**src/rtl/pc_seq_if.sv**
```systemverilog
// Request/status bundle between the decode/control side and pc_sequencer.
// Handshake: no valid/ready pair; every request is a single-cycle level sampled at the rising clk edge, and it is ignored whenever stall is high.
interface pc_seq_if;
  logic        stall;
  logic        jump_req;
  logic [27:0] jump_field;
  logic        branch_req;
  logic [15:0] branch_off;
  logic        jr_req;
  logic [31:0] jr_target;
  logic [31:0] pc;
  logic [31:0] pc4;
  logic        redirect;
  logic        misalign_err;
  logic        slot_err;
  logic        state_dbg;

  modport master (
    output stall, jump_req, jump_field, branch_req, branch_off, jr_req, jr_target,
    input  pc, pc4, redirect, misalign_err, slot_err, state_dbg
  );

  modport slave (
    input  stall, jump_req, jump_field, branch_req, branch_off, jr_req, jr_target,
    output pc, pc4, redirect, misalign_err, slot_err, state_dbg
  );
endinterface

```
**src/rtl/pc_sequencer.sv**
```systemverilog
// Program-counter sequencer: owns the PC, forms PC+4 and selects jump/branch/JR/sequential next PC.
// Optional MIPS branch delay slot when macro PC_DELAY_SLOT_EN is defined.
module pc_sequencer #(
  parameter logic [31:0] RESET_PC = 32'h0000_0000
) (
  input  logic        clk,
  input  logic        rst_n,
  pc_seq_if.slave     bus
);

  typedef enum logic {
    RUN  = 1'b0,
    SLOT = 1'b1
  } state_t;

  state_t      state_q, state_d;
  logic [31:0] pc_q, pc_d;
  logic [31:0] pc4;
  logic [31:0] jump_tgt, branch_tgt, jr_tgt, req_tgt;
  logic        any_req;
  logic        redirect_q, redirect_d;
  logic        misalign_q, misalign_d;
`ifdef PC_DELAY_SLOT_EN
  logic [31:0] pend_q, pend_d;
  logic        slot_err_q, slot_err_d;
`endif

  // Target arithmetic always uses pc4 of the instruction currently at pc.
  always_comb begin
    pc4        = pc_q + 32'd4;
    jump_tgt   = {pc4[31:28], bus.jump_field};
    branch_tgt = pc4 + {{14{bus.branch_off[15]}}, bus.branch_off, 2'b00};
    jr_tgt     = {bus.jr_target[31:2], 2'b00};
    any_req    = bus.jr_req | bus.jump_req | bus.branch_req;
    if (bus.jr_req)          req_tgt = jr_tgt;
    else if (bus.jump_req)   req_tgt = jump_tgt;
    else if (bus.branch_req) req_tgt = branch_tgt;
    else                     req_tgt = pc4;
  end

  always_comb begin
    pc_d       = pc_q;
    state_d    = state_q;
    redirect_d = 1'b0;
    misalign_d = 1'b0;
`ifdef PC_DELAY_SLOT_EN
    pend_d     = pend_q;
    slot_err_d = 1'b0;
`endif
    if (!bus.stall) begin
      case (state_q)
        RUN: begin
          if (any_req) begin
`ifdef PC_DELAY_SLOT_EN
            pc_d    = pc4;
            pend_d  = req_tgt;
            state_d = SLOT;
`else
            pc_d       = req_tgt;
            redirect_d = 1'b1;
`endif
            misalign_d = bus.jr_req & (|bus.jr_target[1:0]);
          end else begin
            pc_d = pc4;
          end
        end
`ifdef PC_DELAY_SLOT_EN
        SLOT: begin
          // The delay-slot instruction may not itself redirect.
          pc_d       = pend_q;
          redirect_d = 1'b1;
          slot_err_d = any_req;
          state_d    = RUN;
        end
`endif
        default: begin
          pc_d    = pc4;
          state_d = RUN;
        end
      endcase
    end
  end

  always_ff @(posedge clk or negedge rst_n) begin
    if (!rst_n) begin
      pc_q       <= RESET_PC;
      state_q    <= RUN;
      redirect_q <= 1'b0;
      misalign_q <= 1'b0;
    end else begin
      pc_q       <= pc_d;
      state_q    <= state_d;
      redirect_q <= redirect_d;
      misalign_q <= misalign_d;
    end
  end

`ifdef PC_DELAY_SLOT_EN
  always_ff @(posedge clk or negedge rst_n) begin
    if (!rst_n) begin
      pend_q     <= 32'h0000_0000;
      slot_err_q <= 1'b0;
    end else begin
      pend_q     <= pend_d;
      slot_err_q <= slot_err_d;
    end
  end
  assign bus.slot_err = slot_err_q;
`else
  assign bus.slot_err = 1'b0;
`endif

  assign bus.pc           = pc_q;
  assign bus.pc4          = pc4;
  assign bus.redirect     = redirect_q;
  assign bus.misalign_err = misalign_q;
  assign bus.state_dbg    = state_q;

endmodule

```
**src/flat_wrapper.sv**
```systemverilog
// flat-port wrapper written by rule: the top's interface ports become plain ports
module pc_sequencer_flat 
#(
  parameter logic [31:0] RESET_PC = 32'h0000_0000
)
  (clk, rst_n, bus_stall, bus_jump_req, bus_jump_field, bus_branch_req, bus_branch_off, bus_jr_req, bus_jr_target, bus_pc, bus_pc4, bus_redirect, bus_misalign_err, bus_slot_err, bus_state_dbg);
  pc_seq_if bus_i ();
  input  logic clk;
  input  logic rst_n;
  input wire logic [$bits(bus_i.stall)-1:0] bus_stall;
  input wire logic [$bits(bus_i.jump_req)-1:0] bus_jump_req;
  input wire logic [$bits(bus_i.jump_field)-1:0] bus_jump_field;
  input wire logic [$bits(bus_i.branch_req)-1:0] bus_branch_req;
  input wire logic [$bits(bus_i.branch_off)-1:0] bus_branch_off;
  input wire logic [$bits(bus_i.jr_req)-1:0] bus_jr_req;
  input wire logic [$bits(bus_i.jr_target)-1:0] bus_jr_target;
  output wire logic [$bits(bus_i.pc)-1:0] bus_pc;
  output wire logic [$bits(bus_i.pc4)-1:0] bus_pc4;
  output wire logic [$bits(bus_i.redirect)-1:0] bus_redirect;
  output wire logic [$bits(bus_i.misalign_err)-1:0] bus_misalign_err;
  output wire logic [$bits(bus_i.slot_err)-1:0] bus_slot_err;
  output wire logic [$bits(bus_i.state_dbg)-1:0] bus_state_dbg;
  assign bus_i.stall = bus_stall;
  assign bus_i.jump_req = bus_jump_req;
  assign bus_i.jump_field = bus_jump_field;
  assign bus_i.branch_req = bus_branch_req;
  assign bus_i.branch_off = bus_branch_off;
  assign bus_i.jr_req = bus_jr_req;
  assign bus_i.jr_target = bus_jr_target;
  assign bus_pc = bus_i.pc;
  assign bus_pc4 = bus_i.pc4;
  assign bus_redirect = bus_i.redirect;
  assign bus_misalign_err = bus_i.misalign_err;
  assign bus_slot_err = bus_i.slot_err;
  assign bus_state_dbg = bus_i.state_dbg;
  pc_sequencer #(.RESET_PC(RESET_PC)) u_core (.clk(clk), .rst_n(rst_n), .bus(bus_i));
endmodule
```
**config.mk**
```make
export PLATFORM = sky130hd
export DESIGN_NAME = pc_sequencer_flat
export DESIGN_NICKNAME = d
export VERILOG_FILES = /design/src/rtl/pc_seq_if.sv /design/src/rtl/pc_sequencer.sv /design/src/flat_wrapper.sv
export SDC_FILE = /design/constraint.sdc
export NUM_CORES = 1
export LEC_CHECK = 0
export ABC_AREA = 1
export CAP_MARGIN = 20
export CORE_ASPECT_RATIO = 0.75
export CORE_MARGIN = 4
export CORE_UTILIZATION = 25
export CTS_BUF_LIST = sky130_fd_sc_hd__clkbuf_4 sky130_fd_sc_hd__clkbuf_8
export DETAILED_ROUTE_END_ITERATION = 8
export PLACE_DENSITY_LB_ADDON = 0.2
export SLEW_MARGIN = 20
export SYNTH_ARGS = -nofsm -noshare
export SYNTH_HDL_FRONTEND = slang
export SYNTH_SLANG_ARGS = --single-unit
```
**constraint.sdc**
```tcl
create_clock -name clk -period 3.42 [get_ports clk]
set_input_delay 0.684 -clock clk [delete_from_list [all_inputs] [get_ports clk]]
set_output_delay 0.684 -clock clk [all_outputs]
set_load 0.005 [all_outputs]
```
## Word level (Yosys, flattened, before mapping)

Cells that the tools add are included.

| storage, ports and cells | value |
|---|---|
| bits in registers | 34 |
| input port bits | 82 |
| output and inout port bits | 68 |

| cells by class | value |
|---|---|
| $add $sub $neg | 2 |
| muxes and demuxes | 8 |
| bitwise gates (word level) | 3 |
| reductions and logical operators | 1 |

Operators with widths:

| kind | number |
|---|---|
| $mux 32 | 4 |
| $add 32x3->32 const B | 1 |
| $add 32x32->32 | 1 |
| $mux 1 | 4 |
| $or 1x1->1 | 2 |
| $reduce_or 2->1 | 1 |
| $and 1x1->1 | 1 |

## Longest topological paths before layout

| depth | value |
|---|---|
| word-level depth | 6 |
| mapped depth | 25 |
| depth with buffers taken out | 25 |

## Worst setup path before layout

OpenSTA, ideal clock, no wires.

| timing path | value |
|---|---|
| path kind | flip-flop to flip-flop |
| from | register u_core.pc_q[2], in the netlist u_core.bus.pc[2] |
| to | register u_core.pc_q[26], in the netlist u_core.bus.pc[26] |
| arrival | 2.756 ns |
| required time | 3.303 ns |
| slack | 0.547 ns |
| stages on the path, launching flop included | 21 |
| path buffers | 0 |
| clock period less this slack | 2.873 ns |
| path through | dfrtp_1 -> ha_1 -> nand2_1 -> inv_1 -> nand2_1 -> nor2_2 -> and3_1 -> nand2_2 -> nor2_1 -> xor2_1 -> inv_1 -> ha_1 -> nand2_1 -> nor4_1 -> nand3_1 -> nand3_1 -> nand2_1 -> nand3_1 -> nand2_1 -> nand2_1 -> nand2_1 |

| on the way | value |
|---|---|
| word-level cells in the longest chain between the ends | 6 |

Ends and longest elaborated chain:

| element | line | RTL |
|---|---|---|
| from (decl) | pc_sequencer.sv:17 | `logic [31:0] pc_q, pc_d;` |
| from (signal assigned) | pc_sequencer.sv:91 | `pc_q <= pc_d;` |
| $add 32x3->32 | pc_sequencer.sv:30 | `pc4 = pc_q + 32'd4;` |
| named net bus_pc4[24] | flat_wrapper.sv:18 | `output wire logic [$bits(bus_i.pc4)-1:0] bus_pc4;` |
| $add 32x32->32 | pc_sequencer.sv:32 | `branch_tgt = pc4 + {{14{bus.branch_off[15]}}, bus.branch_off, 2'b00};` |
| $mux 32 | pc_sequencer.sv:37 | `else if (bus.branch_req) req_tgt = branch_tgt;` |
| $mux 32 | pc_sequencer.sv:36 | `else if (bus.jump_req) req_tgt = jump_tgt;` |
| $mux 32 | pc_sequencer.sv:35 | `if (bus.jr_req) req_tgt = jr_tgt;` |
| $mux 32 | pc_sequencer.sv:53 | `if (any_req) begin` |

The timed path passes the listed nets, and every way through them passes these cells.
A chain may end at the register's enable or synchronous reset.

## Worst setup path after layout

| timing path | value |
|---|---|
| from | register u_core.pc_q[2], in the netlist u_core.bus.pc[2] |
| to | register u_core.pc_q[25], in the netlist u_core.bus.pc[25] |

| on the way | value |
|---|---|
| word-level cells in the longest chain between the ends | 6 |

Ends and longest elaborated chain:

| element | line |
|---|---|
| $add 32x3->32 (*) | pc_sequencer.sv:30 |
| $add 32x32->32 | pc_sequencer.sv:32 |
| $mux 32 | pc_sequencer.sv:37 |
| $mux 32 | pc_sequencer.sv:36 |
| $mux 32 | pc_sequencer.sv:35 |
| $mux 32 (*) | pc_sequencer.sv:53 |

Mark *: on every way between the ends. The rest lies on a longest branch, timed or not.

==> impl_metrics.env <==
export IMPL_status="finished clean"
export IMPL_synth_top_area_share_pct=19.8
export IMPL_synth_area_leader_cell="nand2_1"
export IMPL_wl_per_cell_um=17.7
export IMPL_cts_root_buf="clkbuf_8"
export IMPL_vias=6002
export IMPL_die_w_um=169
export IMPL_crit_required_ns=3.59
export IMPL_synth_most_common_cell="nand2_1"
export IMPL_overflow=0
export IMPL_maxSlewViolCount=0
export IMPL_finClkSkew_ns=0.00457
export IMPL_synthesis_area_um2=4880
export IMPL_ant_nets=0
export IMPL_synthFlopType="dfrtp_1"
export IMPL_num_rows=43
export IMPL_worst_endpoint_arrival_ns=3.39
export IMPL_worst_pin_slew_ns=0.806
export IMPL_multiInputGateArea_um2=3740
export IMPL_clock_fmax_mhz=311
export IMPL_die_area_um2=21900
export IMPL_async_flop_share_pct=100
export IMPL_post_route_drc_count=0
export IMPL_die_height_um=129
export IMPL_wl_um=22100
export IMPL_min_path_type="primary input to asynchronous set/reset pin"
export IMPL_port_buffers=147
export IMPL_post_route_period_util_pct=94.1
export IMPL_critPathKind="register to register"
export IMPL_yosysWarnings=0
export IMPL_power_density_nw_per_um2=326
export IMPL_n_fill_cell=2055
export IMPL_hpwl_um=18700
export IMPL_grt_busiest_layer="met1"
export IMPL_yosysSeqAreaShare_pct=17.4
export IMPL_yosys_top_cells_area="nand2_1 20%, dfrtp_1 17%, ha_1 9.2%"
export IMPL_rsz0062_at_grt="true"
export IMPL_clockBufferDepth=2
export IMPL_nets=1124
export IMPL_io_pins=150
export IMPL_syn_inst=823
export IMPL_power_mw=2.37
export IMPL_cap_violations=0
export IMPL_diodes=0
export IMPL_synthTopCellsByCount="257 x nand2_1, 108 x inv_1, 82 x nor2_1, 54 x a21oi_1, 47 x nand3_1"
export IMPL_viasPerCell=4.79
export IMPL_antenna_found_initial=0
export IMPL_fin_cells=1252
export IMPL_grt_pass1_wl_um=33000
export IMPL_cts_sinks=34
export IMPL_grt_use_met2_pct=28.1
export IMPL_grt_use_total_pct=19.7
export IMPL_drive_gt1_share_pct=13.6
export IMPL_hold_viol_final=0
export IMPL_grt_max_degree=39
export IMPL_ff2ff_setup_slack_ns=0.20
export IMPL_h_tree_depth=2
export IMPL_cts_tree="built"
export IMPL_end_kind="register"
export IMPL_worstPathMaxFanout=6
export IMPL_clock_latency_ns=0.30
export IMPL_synthDistinctLibCells=48
export IMPL_period_needed_ns=3.22
export IMPL_drt_iter0_drc=467
export IMPL_slew_headroom_pct=46.2
export IMPL_seq_area_um2=856
export IMPL_cts_buffers=5
export IMPL_core_um2=18800
export IMPL_grt_pass1_vias=5576
export IMPL_setup_viol=0
export IMPL_gp_congestion=0.912
export IMPL_layout_area_overhead_vs_synth_pct=48.8
export IMPL_met3_usage_pct=1.92
export IMPL_avgSynthCellArea_um2=5.93
export IMPL_p_leak_nw=3.45
export IMPL_start_kind="register"
export IMPL_hold_buffers=0
export IMPL_ir_drop_mv=0.137
export IMPL_synth_edf_count=0
export IMPL_yosys_register_bits=34
export IMPL_dpl_cell_count=1236
export IMPL_grt_util_met1_pct=32.0
export IMPL_clk_pin_slew_ns=0.07
export IMPL_start_util_pct=25.9
export IMPL_drtPass1Iterations=8
[registers in the layout, indices dropped and copies added (netlist names)]
name                     flops
u_core.bus.misalign_err      1
u_core.bus.pc               32
u_core.bus.redirect          1
[cell families after synthesis]
family | after synthesis | synth area share, %
AO/OA/AOI/OAI | 147 | 17.9
XOR/XNOR | 22 | 3.95
adder cells (fa/ha/maj) | 37 | 9.64
buffers and inverters | 135 | 10.8
flip-flops | 34 | 17.4
other | 1 | 0.0768
AND/OR/NAND/NOR | 447 | 40.2
[cell usage in the layout (no fill, tap or decap), drive strengths merged, types with 16 or more instances in the layout]
| cell | netlist | layout |
|---|---|---|
| o21ai | 49 | 49 |
| a221oi | 19 | 19 |
| nor2 | 94 | 94 |
| nand2 | 267 | 267 |
| clkdlybuf4s50 | 0 | 146 |
| dfrtp | 34 | 34 |
| xor2 | 17 | 17 |
| nor3 | 16 | 16 |
| a21oi | 54 | 54 |
| buf | 12 | 51 |
| ha | 36 | 36 |
| inv | 111 | 111 |
| nand3 | 48 | 48 |
[where the power goes]
group	total, mW	switching, mW	leakage [nW]	internal [mW]
sequential	0.529	0.0736	0.417	0.456
combinational	1.54	0.858	2.99	0.677
clock	0.304	0.148	0.0452	0.156
[worst paths after layout]
path / to / depth (start not counted) / startpoint
min in group clk: u_core.bus.pc[1] / 2 / u_core.bus.pc[1]
setup reg to reg: u_core.bus.pc[25] / 21 / u_core.bus.pc[2]
hold / removal: u_core.bus.pc[0] / 1 / rst_n
setup / recovery: u_core.bus.pc[25] / 21 / u_core.bus.pc[2]
hold reg to reg: u_core.bus.pc[1] / 2 / u_core.bus.pc[1]
max in group asynchronous: u_core.bus.pc[9] / 1 / rst_n
[routing by layer]
layer	part of all wire, %	vias up
li1	-	3043
met1	54	2770
met2	41	173
met3	4.6	16
met4	1.0	0
met5	0	-
[layout make-up]
class | instances | area share [%]
multi-input combinational | 655 | 51.5
clock buffer | 7 | 1.15
inverter | 112 | 5.79
sequential | 34 | 11.8
timing repair buffer | 197 | 25.5
tap | 247 | 4.25
[critical path, stage by stage (launching register included)]
cell,delay (ns)
dfrtp_1,0.41
ha_4,0.16
nand2_1,0.06
inv_1,0.08
nand2_1,0.09
nor2_2,0.15
and3_4,0.22
nand2_2,0.12
xor2_2,0.18
inv_1,0.10
ha_2,0.39
nand2_1,0.12
nor2_1,0.15
inv_1,0.10
nor3_2,0.15
nand3_1,0.15
nand3_1,0.11
nand2_1,0.05
nand3_1,0.10
nand2_1,0.07
nand2_1,0.07
o21ai_0,0.07
[metrics by stage]
step | worst slack, ns | utilization [%] | hold slack, ns | setup TNS (ns) | area, um^2
6_report | 0.200 | 38.6 | 0.462 | 0 | 7270
5_1_grt | -0.0767 | 38.6 | 0.551 | -0.185 | 7270
4_1_cts | 0.0378 | 37.3 | 0.498 | 0 | 7030
3_5_place_dp | -0.0173 | 36.5 | 0.525 | -0.0191 | 6880
3_3_place_gp | 0.00711 | 36.5 | 0.522 | 0 | 6880
2_1_floorplan | 0.547 | - | 0.388 | 0 | 4890
[what timing repair did]
item	in CTS	in global routing
endpoints found under the setup margin	2	19
pin swaps	1	12
gates cloned	0	0
hold endpoints to repair	0	0
gates resized for setup	3	54
buffers inserted	6	3
Power figures use the tool's default switching activity.
